**src/rtl/datapath_harness_if.sv**
```systemverilog
// Host-side request/response bundle for datapath_harness.
// The master drives operand requests and accepts results; the slave is the harness.
interface datapath_harness_if #(
  parameter int IN_WIDTH  = 64,
  parameter int OUT_WIDTH = 32
);
  logic                        req_valid;
  logic                        req_ready;
  logic signed [IN_WIDTH-1:0]  req_a;
  logic signed [IN_WIDTH-1:0]  req_b;
  logic signed [IN_WIDTH-1:0]  req_c;
  logic                        rsp_valid;
  logic                        rsp_ready;
  logic signed [OUT_WIDTH-1:0] rsp_z;
  logic signed [OUT_WIDTH-1:0] rsp_x;

  modport master (
    output req_valid, req_a, req_b, req_c, rsp_ready,
    input  req_ready, rsp_valid, rsp_z, rsp_x
  );

  modport slave (
    input  req_valid, req_a, req_b, req_c, rsp_ready,
    output req_ready, rsp_valid, rsp_z, rsp_x
  );
endinterface

```
**src/rtl/datapath_harness.sv**
```systemverilog
// Single-transaction wrapper around a registered datapath: holds operands on the
// circuit inputs, waits out its pipeline latency, then returns the captured results.
module datapath_harness #(
  parameter int IN_WIDTH  = 64,
  parameter int OUT_WIDTH = 32,
  parameter int LATENCY   = 2
) (
  input  logic                        clk,
  input  logic                        rst,
  datapath_harness_if.slave           host,
  output logic signed [IN_WIDTH-1:0]  dut_a,
  output logic signed [IN_WIDTH-1:0]  dut_b,
  output logic signed [IN_WIDTH-1:0]  dut_c,
  input  logic signed [OUT_WIDTH-1:0] dut_z,
  input  logic signed [OUT_WIDTH-1:0] dut_x,
  output logic                        busy,
  output logic [15:0]                 txn_count
);

  typedef enum logic [1:0] {
    ST_IDLE = 2'd0,
    ST_WAIT = 2'd1,
    ST_RESP = 2'd2
  } state_t;

  state_t                      state_q, state_d;
  logic [3:0]                  wait_cnt_q, wait_cnt_d;
  logic signed [IN_WIDTH-1:0]  dut_a_q, dut_a_d;
  logic signed [IN_WIDTH-1:0]  dut_b_q, dut_b_d;
  logic signed [IN_WIDTH-1:0]  dut_c_q, dut_c_d;
  logic signed [OUT_WIDTH-1:0] rsp_z_q, rsp_z_d;
  logic signed [OUT_WIDTH-1:0] rsp_x_q, rsp_x_d;
  logic                        rsp_valid_q, rsp_valid_d;
  logic                        req_ready_q, req_ready_d;
  logic                        busy_q, busy_d;
  logic [15:0]                 txn_count_q, txn_count_d;

  // Next-state and datapath capture; handshake flags are decoded from the next state
  // so req_ready/busy come straight from flops.
  always_comb begin
    state_d     = state_q;
    wait_cnt_d  = wait_cnt_q;
    dut_a_d     = dut_a_q;
    dut_b_d     = dut_b_q;
    dut_c_d     = dut_c_q;
    rsp_z_d     = rsp_z_q;
    rsp_x_d     = rsp_x_q;
    rsp_valid_d = rsp_valid_q;
    txn_count_d = txn_count_q;

    case (state_q)
      ST_IDLE: begin
        if (host.req_valid && req_ready_q) begin
          dut_a_d    = host.req_a;
          dut_b_d    = host.req_b;
          dut_c_d    = host.req_c;
          wait_cnt_d = 4'(LATENCY);
          state_d    = ST_WAIT;
        end else begin
          state_d = ST_IDLE;
        end
      end
      ST_WAIT: begin
        if (wait_cnt_q != 4'd0) begin
          wait_cnt_d = wait_cnt_q - 4'd1;
        end else begin
          rsp_z_d     = dut_z;
          rsp_x_d     = dut_x;
          rsp_valid_d = 1'b1;
          state_d     = ST_RESP;
        end
      end
      ST_RESP: begin
        if (rsp_valid_q && host.rsp_ready) begin
          rsp_valid_d = 1'b0;
          txn_count_d = txn_count_q + 16'd1;
          state_d     = ST_IDLE;
        end else begin
          state_d = ST_RESP;
        end
      end
      default: begin
        rsp_valid_d = 1'b0;
        wait_cnt_d  = 4'd0;
        state_d     = ST_IDLE;
      end
    endcase

    req_ready_d = (state_d == ST_IDLE);
    busy_d      = (state_d != ST_IDLE);
  end

  // State register; reset also abandons any in-flight result.
  always_ff @(posedge clk) begin
    if (rst) begin
      state_q     <= ST_IDLE;
      wait_cnt_q  <= 4'd0;
      dut_a_q     <= '0;
      dut_b_q     <= '0;
      dut_c_q     <= '0;
      rsp_z_q     <= '0;
      rsp_x_q     <= '0;
      rsp_valid_q <= 1'b0;
      req_ready_q <= 1'b1;
      busy_q      <= 1'b0;
      txn_count_q <= 16'd0;
    end else begin
      state_q     <= state_d;
      wait_cnt_q  <= wait_cnt_d;
      dut_a_q     <= dut_a_d;
      dut_b_q     <= dut_b_d;
      dut_c_q     <= dut_c_d;
      rsp_z_q     <= rsp_z_d;
      rsp_x_q     <= rsp_x_d;
      rsp_valid_q <= rsp_valid_d;
      req_ready_q <= req_ready_d;
      busy_q      <= busy_d;
      txn_count_q <= txn_count_d;
    end
  end

  assign host.req_ready = req_ready_q;
  assign host.rsp_valid = rsp_valid_q;
  assign host.rsp_z     = rsp_z_q;
  assign host.rsp_x     = rsp_x_q;
  assign dut_a          = dut_a_q;
  assign dut_b          = dut_b_q;
  assign dut_c          = dut_c_q;
  assign busy           = busy_q;
  assign txn_count      = txn_count_q;

endmodule

```
**src/flat_wrapper.sv**
```systemverilog
// flat-port wrapper written by rule: the top's interface ports become plain ports
module datapath_harness_flat 
#(
  parameter int IN_WIDTH  = 64,
  parameter int OUT_WIDTH = 32,
  parameter int LATENCY   = 2
)
  (clk, rst, dut_a, dut_b, dut_c, dut_z, dut_x, busy, txn_count, host_req_valid, host_req_a, host_req_b, host_req_c, host_rsp_ready, host_req_ready, host_rsp_valid, host_rsp_z, host_rsp_x);
  datapath_harness_if #(.IN_WIDTH(IN_WIDTH), .OUT_WIDTH(OUT_WIDTH)) host_i ();
  input  logic clk;
  input  logic rst;
  output logic signed [IN_WIDTH-1:0] dut_a;
  output logic signed [IN_WIDTH-1:0] dut_b;
  output logic signed [IN_WIDTH-1:0] dut_c;
  input  logic signed [OUT_WIDTH-1:0] dut_z;
  input  logic signed [OUT_WIDTH-1:0] dut_x;
  output logic busy;
  output logic [15:0] txn_count;
  input wire logic [$bits(host_i.req_valid)-1:0] host_req_valid;
  input wire logic [$bits(host_i.req_a)-1:0] host_req_a;
  input wire logic [$bits(host_i.req_b)-1:0] host_req_b;
  input wire logic [$bits(host_i.req_c)-1:0] host_req_c;
  input wire logic [$bits(host_i.rsp_ready)-1:0] host_rsp_ready;
  output wire logic [$bits(host_i.req_ready)-1:0] host_req_ready;
  output wire logic [$bits(host_i.rsp_valid)-1:0] host_rsp_valid;
  output wire logic [$bits(host_i.rsp_z)-1:0] host_rsp_z;
  output wire logic [$bits(host_i.rsp_x)-1:0] host_rsp_x;
  assign host_i.req_valid = host_req_valid;
  assign host_i.req_a = host_req_a;
  assign host_i.req_b = host_req_b;
  assign host_i.req_c = host_req_c;
  assign host_i.rsp_ready = host_rsp_ready;
  assign host_req_ready = host_i.req_ready;
  assign host_rsp_valid = host_i.rsp_valid;
  assign host_rsp_z = host_i.rsp_z;
  assign host_rsp_x = host_i.rsp_x;
  datapath_harness #(.IN_WIDTH(IN_WIDTH), .OUT_WIDTH(OUT_WIDTH), .LATENCY(LATENCY)) u_core (.clk(clk), .rst(rst), .host(host_i), .dut_a(dut_a), .dut_b(dut_b), .dut_c(dut_c), .dut_z(dut_z), .dut_x(dut_x), .busy(busy), .txn_count(txn_count));
endmodule
```
**config.mk**
```make
export PLATFORM = sky130hd
export DESIGN_NAME = datapath_harness_flat
export DESIGN_NICKNAME = d
export VERILOG_FILES = /design/src/rtl/datapath_harness_if.sv /design/src/rtl/datapath_harness.sv /design/src/flat_wrapper.sv
export SDC_FILE = /design/constraint.sdc
export NUM_CORES = 1
export LEC_CHECK = 0
export ABC_AREA = 0
export BUFFER_PORTS_ARGS = -buffer_cell sky130_fd_sc_hd__buf_2
export CORE_AREA = 5 5 206 208
export DETAILED_ROUTE_END_ITERATION = 16
export DIE_AREA = 0 0 211 213
export GPL_ROUTABILITY_DRIVEN = 0
export HOLD_SLACK_MARGIN = 0.05
export SETUP_SLACK_MARGIN = 0.3
export SYNTH_ARGS = -nofsm -noshare
export SYNTH_HDL_FRONTEND = slang
export SYNTH_SLANG_ARGS = --single-unit
```
**constraint.sdc**
```tcl
create_clock -name clk -period 2.3 [get_ports clk]
set_clock_uncertainty 0.2 [all_clocks]
set_input_delay 0.115 -clock clk [delete_from_list [all_inputs] [get_ports clk]]
set_output_delay 0.115 -clock clk [all_outputs]
set_load 0.01 [all_outputs]
```
==> results of run 1 <==
-- metal layers --
layer	vias up	wire, µm	track usage (%)
met5	-	13	0
met4	2	1893	7.489
met3	140	3334	4.437
met2	547	19690	27.26
met1	5232	14840	17.77
li1	5533	-	-
-- repair_timing --
| item | in CTS | in global routing |
|---|---|---|
| pin swaps | 0 | 3 |
| buffers inserted | 0 | 1 |
| hold endpoints to repair | 278 | 0 |
| setup endpoints to repair | 66 | 119 |
| gates resized for setup | 3 | 8 |
| hold buffers | 259 | 0 |
| cloned | 1 | 7 |
-- kinds of logic after synthesis --
| family | after synthesis |
|---|---|
| AOI/OAI and AO/OA | 278 |
| buffers and inverters | 95 |
| DFF | 281 |
| xor gates and xnor gates | 13 |
| and+or+nand+nor | 570 |
| adders and majority gates | 3 |
-- state kept, by name (all words and copies together) (netlist names) --
signal                 cells
u_core.txn_count          16
u_core.host.rsp_x         32
u_core.wait_cnt_q          4
u_core.dut_a              64
u_core.busy                1
u_core.host.rsp_z         32
u_core.host.req_ready      1
u_core.state_q             2
u_core.dut_c              64
u_core.host.rsp_valid      1
u_core.dut_b              64
-- worst max-delay path, cell delays in order, from the launching register on --
cell and delay, ps:
sky130_fd_sc_hd__dfxtp_1 330, sky130_fd_sc_hd__inv_1 80, sky130_fd_sc_hd__ha_1 160, sky130_fd_sc_hd__or3b_2 530, sky130_fd_sc_hd__or2_4 370, sky130_fd_sc_hd__nand2_1 100
sky130_fd_sc_hd__a21oi_1 60
-- metrics by stage --
step	total power (W)	cells	setup WS, ps	utilization, %	instance area, µm²
after detailed placement	0.008189	2232	252.1	32.36	13070
after global placement	0.008146	2232	286.9	32.36	13070
final	0.01359	2556	329.9	41.72	16840
after CTS	0.01359	2546	306.5	41.35	16690
after global routing	0.01423	2555	249.9	41.72	16840
after floorplan	0.007117	1240	320.3	-	9925
-- power groups by stage --
stage	clock network [W]	logic, W	registers (W)
2_1_floorplan	0	0.00121	0.00591
3_3_place_gp	0	0.00247	0.00568
3_5_place_dp	0	0.00249	0.00570
4_1_cts	0.00513	0.00286	0.00560
5_1_grt	0.00529	0.00328	0.00567
6_report	0.00497	0.00301	0.00561
-- cells in the mapped netlist, drive strengths merged (2+ instances only) --
library cell,number,area [µm²]
ha,3,37.54
nand4,6,37.54
a21oi,267,1336
xor2,8,70.07
nand3,6,30.03
buf,36,220.2
clkbuf,56,210.2
and4,2,17.52
o211ai,2,15.01
o31ai,2,15.01
dfxtp,281,5625
xnor2,5,43.79
inv,3,11.26
nand2b,2,12.51
nor2,15,58.81
nand2,522,1959
or2,2,12.52
nor3,4,20.02
or3,3,18.77
o21ai,5,25.02
or4,3,26.27
-- cell type report --
type                    count  share of cell area, %
well taps                 532                  3.952
diodes                      2                0.02971
multi-input cells         868                  23.02
inverters                   3                0.06685
repair buffers            816                  33.41
clock inverters             9                 0.7503
clock buffers              45                  5.334
flip-flops and latches    281                  33.43
-- how the worst max path moves through the flow --
stage / end / slack (ps) / depth (start not counted)
floorplan: u_core.txn_count[12] / 320 / 6
global placement: u_core.host.rsp_z[30] / 290 / 6
detailed placement: u_core.host.rsp_z[20] / 250 / 6
CTS: u_core.txn_count[15] / 310 / 4
global route: u_core.host.rsp_x[6] / 250 / 8
finish: u_core.host.rsp_x[4] / 330 / 6
==> impl_summary.md, run 1 <==
Outcome
The run finished with clean final reports.

Clocking
The number of clock sinks is 281. The TritonCTS clock tree is yes. The later-pin clock latency in the skew report is 560 ps. The root buffer cell chosen for the clock tree is sky130_fd_sc_hd__clkbuf_16. Counting along the longest clock path gives a buffer depth of 3. The TritonCTS buffer count is 30.

After clock tree synthesis, the clock-pin slew on the worst setup and hold paths is 60 ps. CTS built an H-tree with a depth of 1.

Power and ir drop
The clock network is responsible for 36.6% of the overall power. The worst vdd rail ir drop is 0.0005899 V. The leakage power of the design is 7.629 nW. Summed over all nets, the switching power comes to 0.003923 W. Cell internal power was estimated by the tool at 0.009668 W. Power spread over the standard cell area amounts to 806.9 nW/µm².

In this run, flip-flops and latches consume 41.3% of the power. The share of total power dissipated in combinational logic is 22.1%. The switching power share of the total is 28.86%.

STA
Headroom to the max-slew limit came out at 63.43%. The share of the clock period used by the worst path is 85.66%. The final critical delay including setup and external delays is 1970 ps. Across all hold checks on the routed design, the worst slack comes to 136.9 ps. The maximum operating frequency is 507.6 MHz.

Setup violations remaining at the end of the flow were counted as 0. Summed over all failing endpoints, the final setup total negative slack is 0 ps. Setup repair after global routing could not meet its margin everywhere. For the pin with the worst max-slew slack, the measured transition is 548.5 ps.

The count of pins over their slew limit is 0. The hold violation count in the final report is 0.

Global route
The aggregate global routing overflow is 0. The number of global-route vias before repair came to 11460. The initial antenna violation count is 2. The first global-routing pass estimated 58830 µm of wire.

Across every metal layer, demand over resource in global routing totals 15.68%. The largest net degree at the start of global routing is 84.

Place
The count of buffers added on input and output ports is 534. The total half-perimeter wirelength after legalization and detailed placement is 24830 µm.

Critical path
The startpoint of the worst-slack reg-to-reg timing path is u_core.wait_cnt_q[1]. The signal arrival time at the worst endpoint is 2180 ps. The startpoint of the worst setup timing path is u_core.wait_cnt_q[1].

The worst path required time is 2510 ps. The critical path in this run is classified as reg2reg. The worst setup path is captured at a flip-flop. The worst setup slack for register-to-register paths is 330 ps. The path depth of the worst reg2reg path is 6.

In this run the worst path has a maximum fanout of 16. The end of the worst register-to-register path is u_core.host.rsp_x[4]. The startpoint class of the critical path is a flip-flop.

Synthesis
The Yosys step of the flow raised 0 warnings. The synthesized netlist devotes 1.153% of its cell area to XOR and XNOR gates. Summing the areas of all compound-gate instances in the mapped netlist gives 14.23% of the synthesized area. The number of standard cells after synthesis is 1240. The number of distinct standard cells referenced by the synthesized netlist is 34. The most common flop cell mapped by yosys is sky130_fd_sc_hd__dfxtp_1. The area share of and/or/nand/nor cells after synthesis is 22.79%. After synthesis the cells add up to 9873 µm². By area, the combinational part of the netlist is dominated by simple AND/OR/NAND/NOR gates.

After synthesis, flip-flops and latches occupy 56.98% of the total area. Summing the areas of all fa, ha and maj instances in the mapped netlist gives 0.3802% of the synthesized area. After synthesis, the mean cell area works out to 7.962 µm².

Measured against the total synthesized area, the mux share comes to 0%. The share of flip-flops with an asynchronous set or reset is 0%. Counting every net in the synthesized netlist gives 1503. In this run, synthesis produced a sequential element count of 281. The synthesized design contains 0 enable-type register cells.

Drt
The mean routed wirelength per cell is 15.56 µm. The detail-routed via count per cell is 4.481. For this block, the initial DRC count from the detailed router was 707. The number of detailed-routing iterations run before antenna repair is 5. The number of design rule violations left after detail routing is 0. The number of antenna-violating nets in the routed design is 0.

Detailed routing inserted a total of 11450 vias. Wires add up to 39770 µm.

Cells and area
The area growth from synthesis to layout is 70.60%. After filler insertion, the fill cell instance count of the layout stands at 3879. The total number of nets in the final design is 2263.

Leaving out fill and tap cells, the most frequent cells in the layout are 533 x sky130_fd_sc_hd__buf_2, 522 x sky130_fd_sc_hd__nand2_1, 276 x sky130_fd_sc_hd__dfxtp_1. Registers take 5632 µm². The area of combinational cells with multiple inputs is 3877 µm². Of the cells placed in the final design, the portion with a size suffix greater than 1 is 30.86%. Leaving out fill and tap cells, the most frequent cell in the layout is sky130_fd_sc_hd__buf_2.

Die
In this run the count of I/O pins placed on the die edge is 535. The placeable core area is 40370 µm². The die covers 44940 µm². In this run the core area contains 74 standard-cell rows. The die outline width is 211 µm. The starting utilization of the core area is 24.46%. The die is 213 µm tall.

Hold path
The endpoint of the worst hold-timing path is u_core.dut_b[31]. Counting instances, the worst hold path has a depth of 4. The startpoint identified for the worst hold timing path is host_req_b[31]. In this run the worst hold path is classified as in2reg.

Flow run
The count of maximum capacitance violations is 0.
Note: power is estimated with default switching activity, not from simulation.
==> run 2: changes to the inputs <==
BUFFER_PORTS_ARGS = default   (was -buffer_cell sky130_fd_sc_hd__buf_2)
DONT_BUFFER_PORTS = 1   (was default)
MAX_ROUTING_LAYER = met4   (was default)
SKIP_CTS_REPAIR_TIMING = 1   (was default)
==> impl_summary.md, run 2 (same netlist as run 1, synthesis figures left out) <==
Hold path
The worst hold path startpoint is rst. The cell count of the worst hold path is 1 (-3). For hold timing, the worst endpoint is u_core.host.rsp_x[17].

The class of the tightest hold or removal check is in2reg.

Cells and area
The area growth from synthesis to layout is 37.23%. In the layout the commonest cells are 520 x sky130_fd_sc_hd__nand2_1, 278 x sky130_fd_sc_hd__dfxtp_1, 260 x sky130_fd_sc_hd__a21oi_1. The commonest non-fill, non-tap cell in the layout is sky130_fd_sc_hd__nand2_1. The layout filler cell count is 4065 (+4.8%). The final cell count without fillers is 1965 (-23%). The total number of nets in the final design is 1674 (-26%).

The total non-filler cell area in the finished layout is 13550 µm² (-20%). The share of final-layout standard cells stronger than drive strength 1 is 7.687% (-23 points).

Critical path
The signal arrival time at the worst endpoint is 2240 ps (+60 ps). The startpoint class of the critical path is a flip-flop. STA classifies the critical path endpoint as a flip-flop. The end of the worst register-to-register path is u_core.host.rsp_z[29]. The worst path required time was 2570 ps (+60 ps). The biggest cell delay along the critical path is 440 ps (-90 ps). The critical path is of the reg2reg type. The path depth of the worst reg2reg path was 8 (+2). The worst setup slack for register-to-register paths is 330 ps (about the same). The startpoint of the worst-slack reg-to-reg timing path is u_core.wait_cnt_q[0].

On the critical path, the stage with the largest delay is an instance of sky130_fd_sc_hd__or3b_4. Walking the worst path, the cells encountered are inv_2, ha_1, or3b_4, nor2_4, buf_12, clkbuf_16, nand2_1, a21oi_2. The maximum fanout along the worst path came to 8 (-8).

STA
Setup repair after global routing could not meet its margin everywhere. The count of pins over their slew limit is 0 (unchanged). The share of the clock period used by the worst path is 85.65% (about the same). The maximum operating frequency came to 507.6 MHz (about the same). The hold violation count in the final report is 194 (+194). The headroom to the max-slew limit is 24.34% (-39 points). The sum of negative setup slack is 0 ps (unchanged). The minimum hold slack is -541.7 ps (-678.5 ps). The count of endpoints failing setup in the final report is 0 (unchanged). The slew at the pin closest to its max-slew limit is 1135 ps (+586.4 ps). The final critical delay including setup and external delays is 1970 ps (-0.1950 ps).

Drt
The number of detailed-routing iterations run before antenna repair is 5 (unchanged). The number of design rule violations left after detail routing was 0 (unchanged). The detail-routed via count per cell is 4.653 (+3.8%).

The number of antenna-violating nets in the routed design was 0 (unchanged). The vias after detailed routing is 9143 (-20%). The total wirelength of the detailed-routed design is 34650 µm (-13%). The mean routed wirelength per cell is 17.64 µm (+13%). The violation count after the first detailed-route iteration came to 657 (-7.1%).

Die
The placeable core area is 40370 µm² (unchanged). The top-level I/O count came to 535 (unchanged). The area enclosed by the die boundary came to 44940 µm² (unchanged). The number of core rows is 74 (unchanged).

The starting utilization of the core area was 24.46% (unchanged). The die outline width is 211 µm (unchanged). The y dimension of the die is 213 µm (unchanged).

Global route
The wire length of the first global-routing pass is 44280 µm (-25%). The initial antenna violation count came to 2 (unchanged). The total routing resource utilization after global routing is 12.40% (-3.3 points). The largest net degree at the start of global routing was 279 (+230%). The aggregate global routing overflow was 0 (unchanged). The number of global-route vias before repair is 7893 (-31%).

Flow run
The count of maximum capacitance violations is 0 (unchanged).

Clocking
The maximum clock insertion buffer count is 3 (unchanged). The later-pin clock latency in the skew report is 540 ps (-20 ps). The root cell of the clock tree is sky130_fd_sc_hd__clkbuf_16.

TritonCTS built the clock tree. The H-tree depth was 1 (unchanged). The TritonCTS buffer count is 29 (-3.3%).

The number of clock sinks was 281 (unchanged). The clock-pin transition on the worst setup and hold timing paths is 60 ps (about the same).

Outcome
The final reports fail on negative hold slack. The flow ran to the end, but the final reports show violations.

Power and ir drop
The overall power of the completed layout was 0.01263 W (-7.1%). The switching power share of the total came to 28.48% (-0.38 points). The portion of total power attributed to combinational logic is 15.4% (-6.7 points). The design internal power is 0.009031 W (-6.6%). The share of total power in the clock network was 37.3% (+0.7 points). The sequential share of power is 47.3% (+6.0 points). The net load switching power came to 0.003597 W (-8.3%). The areal power density over the cells came to 932.1 nW/µm² (+16%). The worst vdd rail ir drop is 0.0006468 V (+9.7%). The leakage power of the design was 4.897 nW (-36%).

Place
The number of buffer cells added on primary ports was 0 (-100%). The total half-perimeter wirelength after legalization and detailed placement is 21980 µm (-11%). The number of cells in the design after placement is 1711 (-23%). The instance area after placement is 10460 µm² (-20%).
==> run 2: power by group through the flow <==
stage               clock network [W]  logic (W)  registers, W
floorplan                           0    0.00121       0.00591
global placement                    0    0.00142       0.00607
detailed placement                  0    0.00148       0.00607
CTS                           0.00484    0.00147       0.00597
global route                  0.00503    0.00216       0.00602
finish                        0.00471    0.00194       0.00597
==> run 2: how the worst max path moves through the flow <==
stage / from / to / slack, ps / cells past startpoint
detailed placement: u_core.wait_cnt_q[1] / u_core.host.rsp_x[11] / 250 / 6
floorplan: u_core.txn_count[0] / u_core.txn_count[12] / 320 / 6
finish: u_core.wait_cnt_q[0] / u_core.host.rsp_z[29] / 330 / 8
CTS: u_core.wait_cnt_q[1] / u_core.host.rsp_x[11] / 240 / 6
global placement: u_core.state_q[0] / u_core.txn_count[15] / 330 / 4
global route: u_core.wait_cnt_q[0] / u_core.host.rsp_z[26] / 260 / 8
==> run 2: cell type report <==
type / count / area, µm² / share of cell area, %
clock buffers: 47 / 893.4 / 6.593
diodes: 2 / 5.005 / 0.03694
inverters: 3 / 11.26 / 0.08311
clock inverters: 4 / 72.57 / 0.5356
multi-input cells: 868 / 3913 / 28.88
repair buffers: 228 / 2360 / 17.42
flip-flops and latches: 281 / 5629 / 41.55
well taps: 532 / 665.6 / 4.913
==> run 2: metal layers <==
| metal | GRT usage [%] | share of wire (%) |
|---|---|---|
| met2 | 20.36 | 51 |
| met1 | 13.87 | 36 |
| met5 | - | 0 |
| met4 | 4.449 | 3.3 |
| met3 | 4.672 | 9.8 |
==> run 2: critical path: cells and delay by family, from the launching register on <==
| kind | cells | cell delay, ps |
|---|---|---|
| AND/OR/NAND/NOR | 3 | 680 |
| buffers and inverters | 3 | 400 |
| flip-flops | 1 | 320 |
| adder cells (fa/ha/maj) | 1 | 150 |
| AO/OA/AOI/OAI | 1 | 130 |
==> run 2: metrics by stage <==
step | utilization (%) | setup slack (ps)
floorplan | - | 320.3
global placement | 25.90 | 328.7
detailed placement | 25.90 | 251.3
CTS | 28.29 | 242.4
global route | 33.56 | 261.8
finish | 33.56 | 330.1
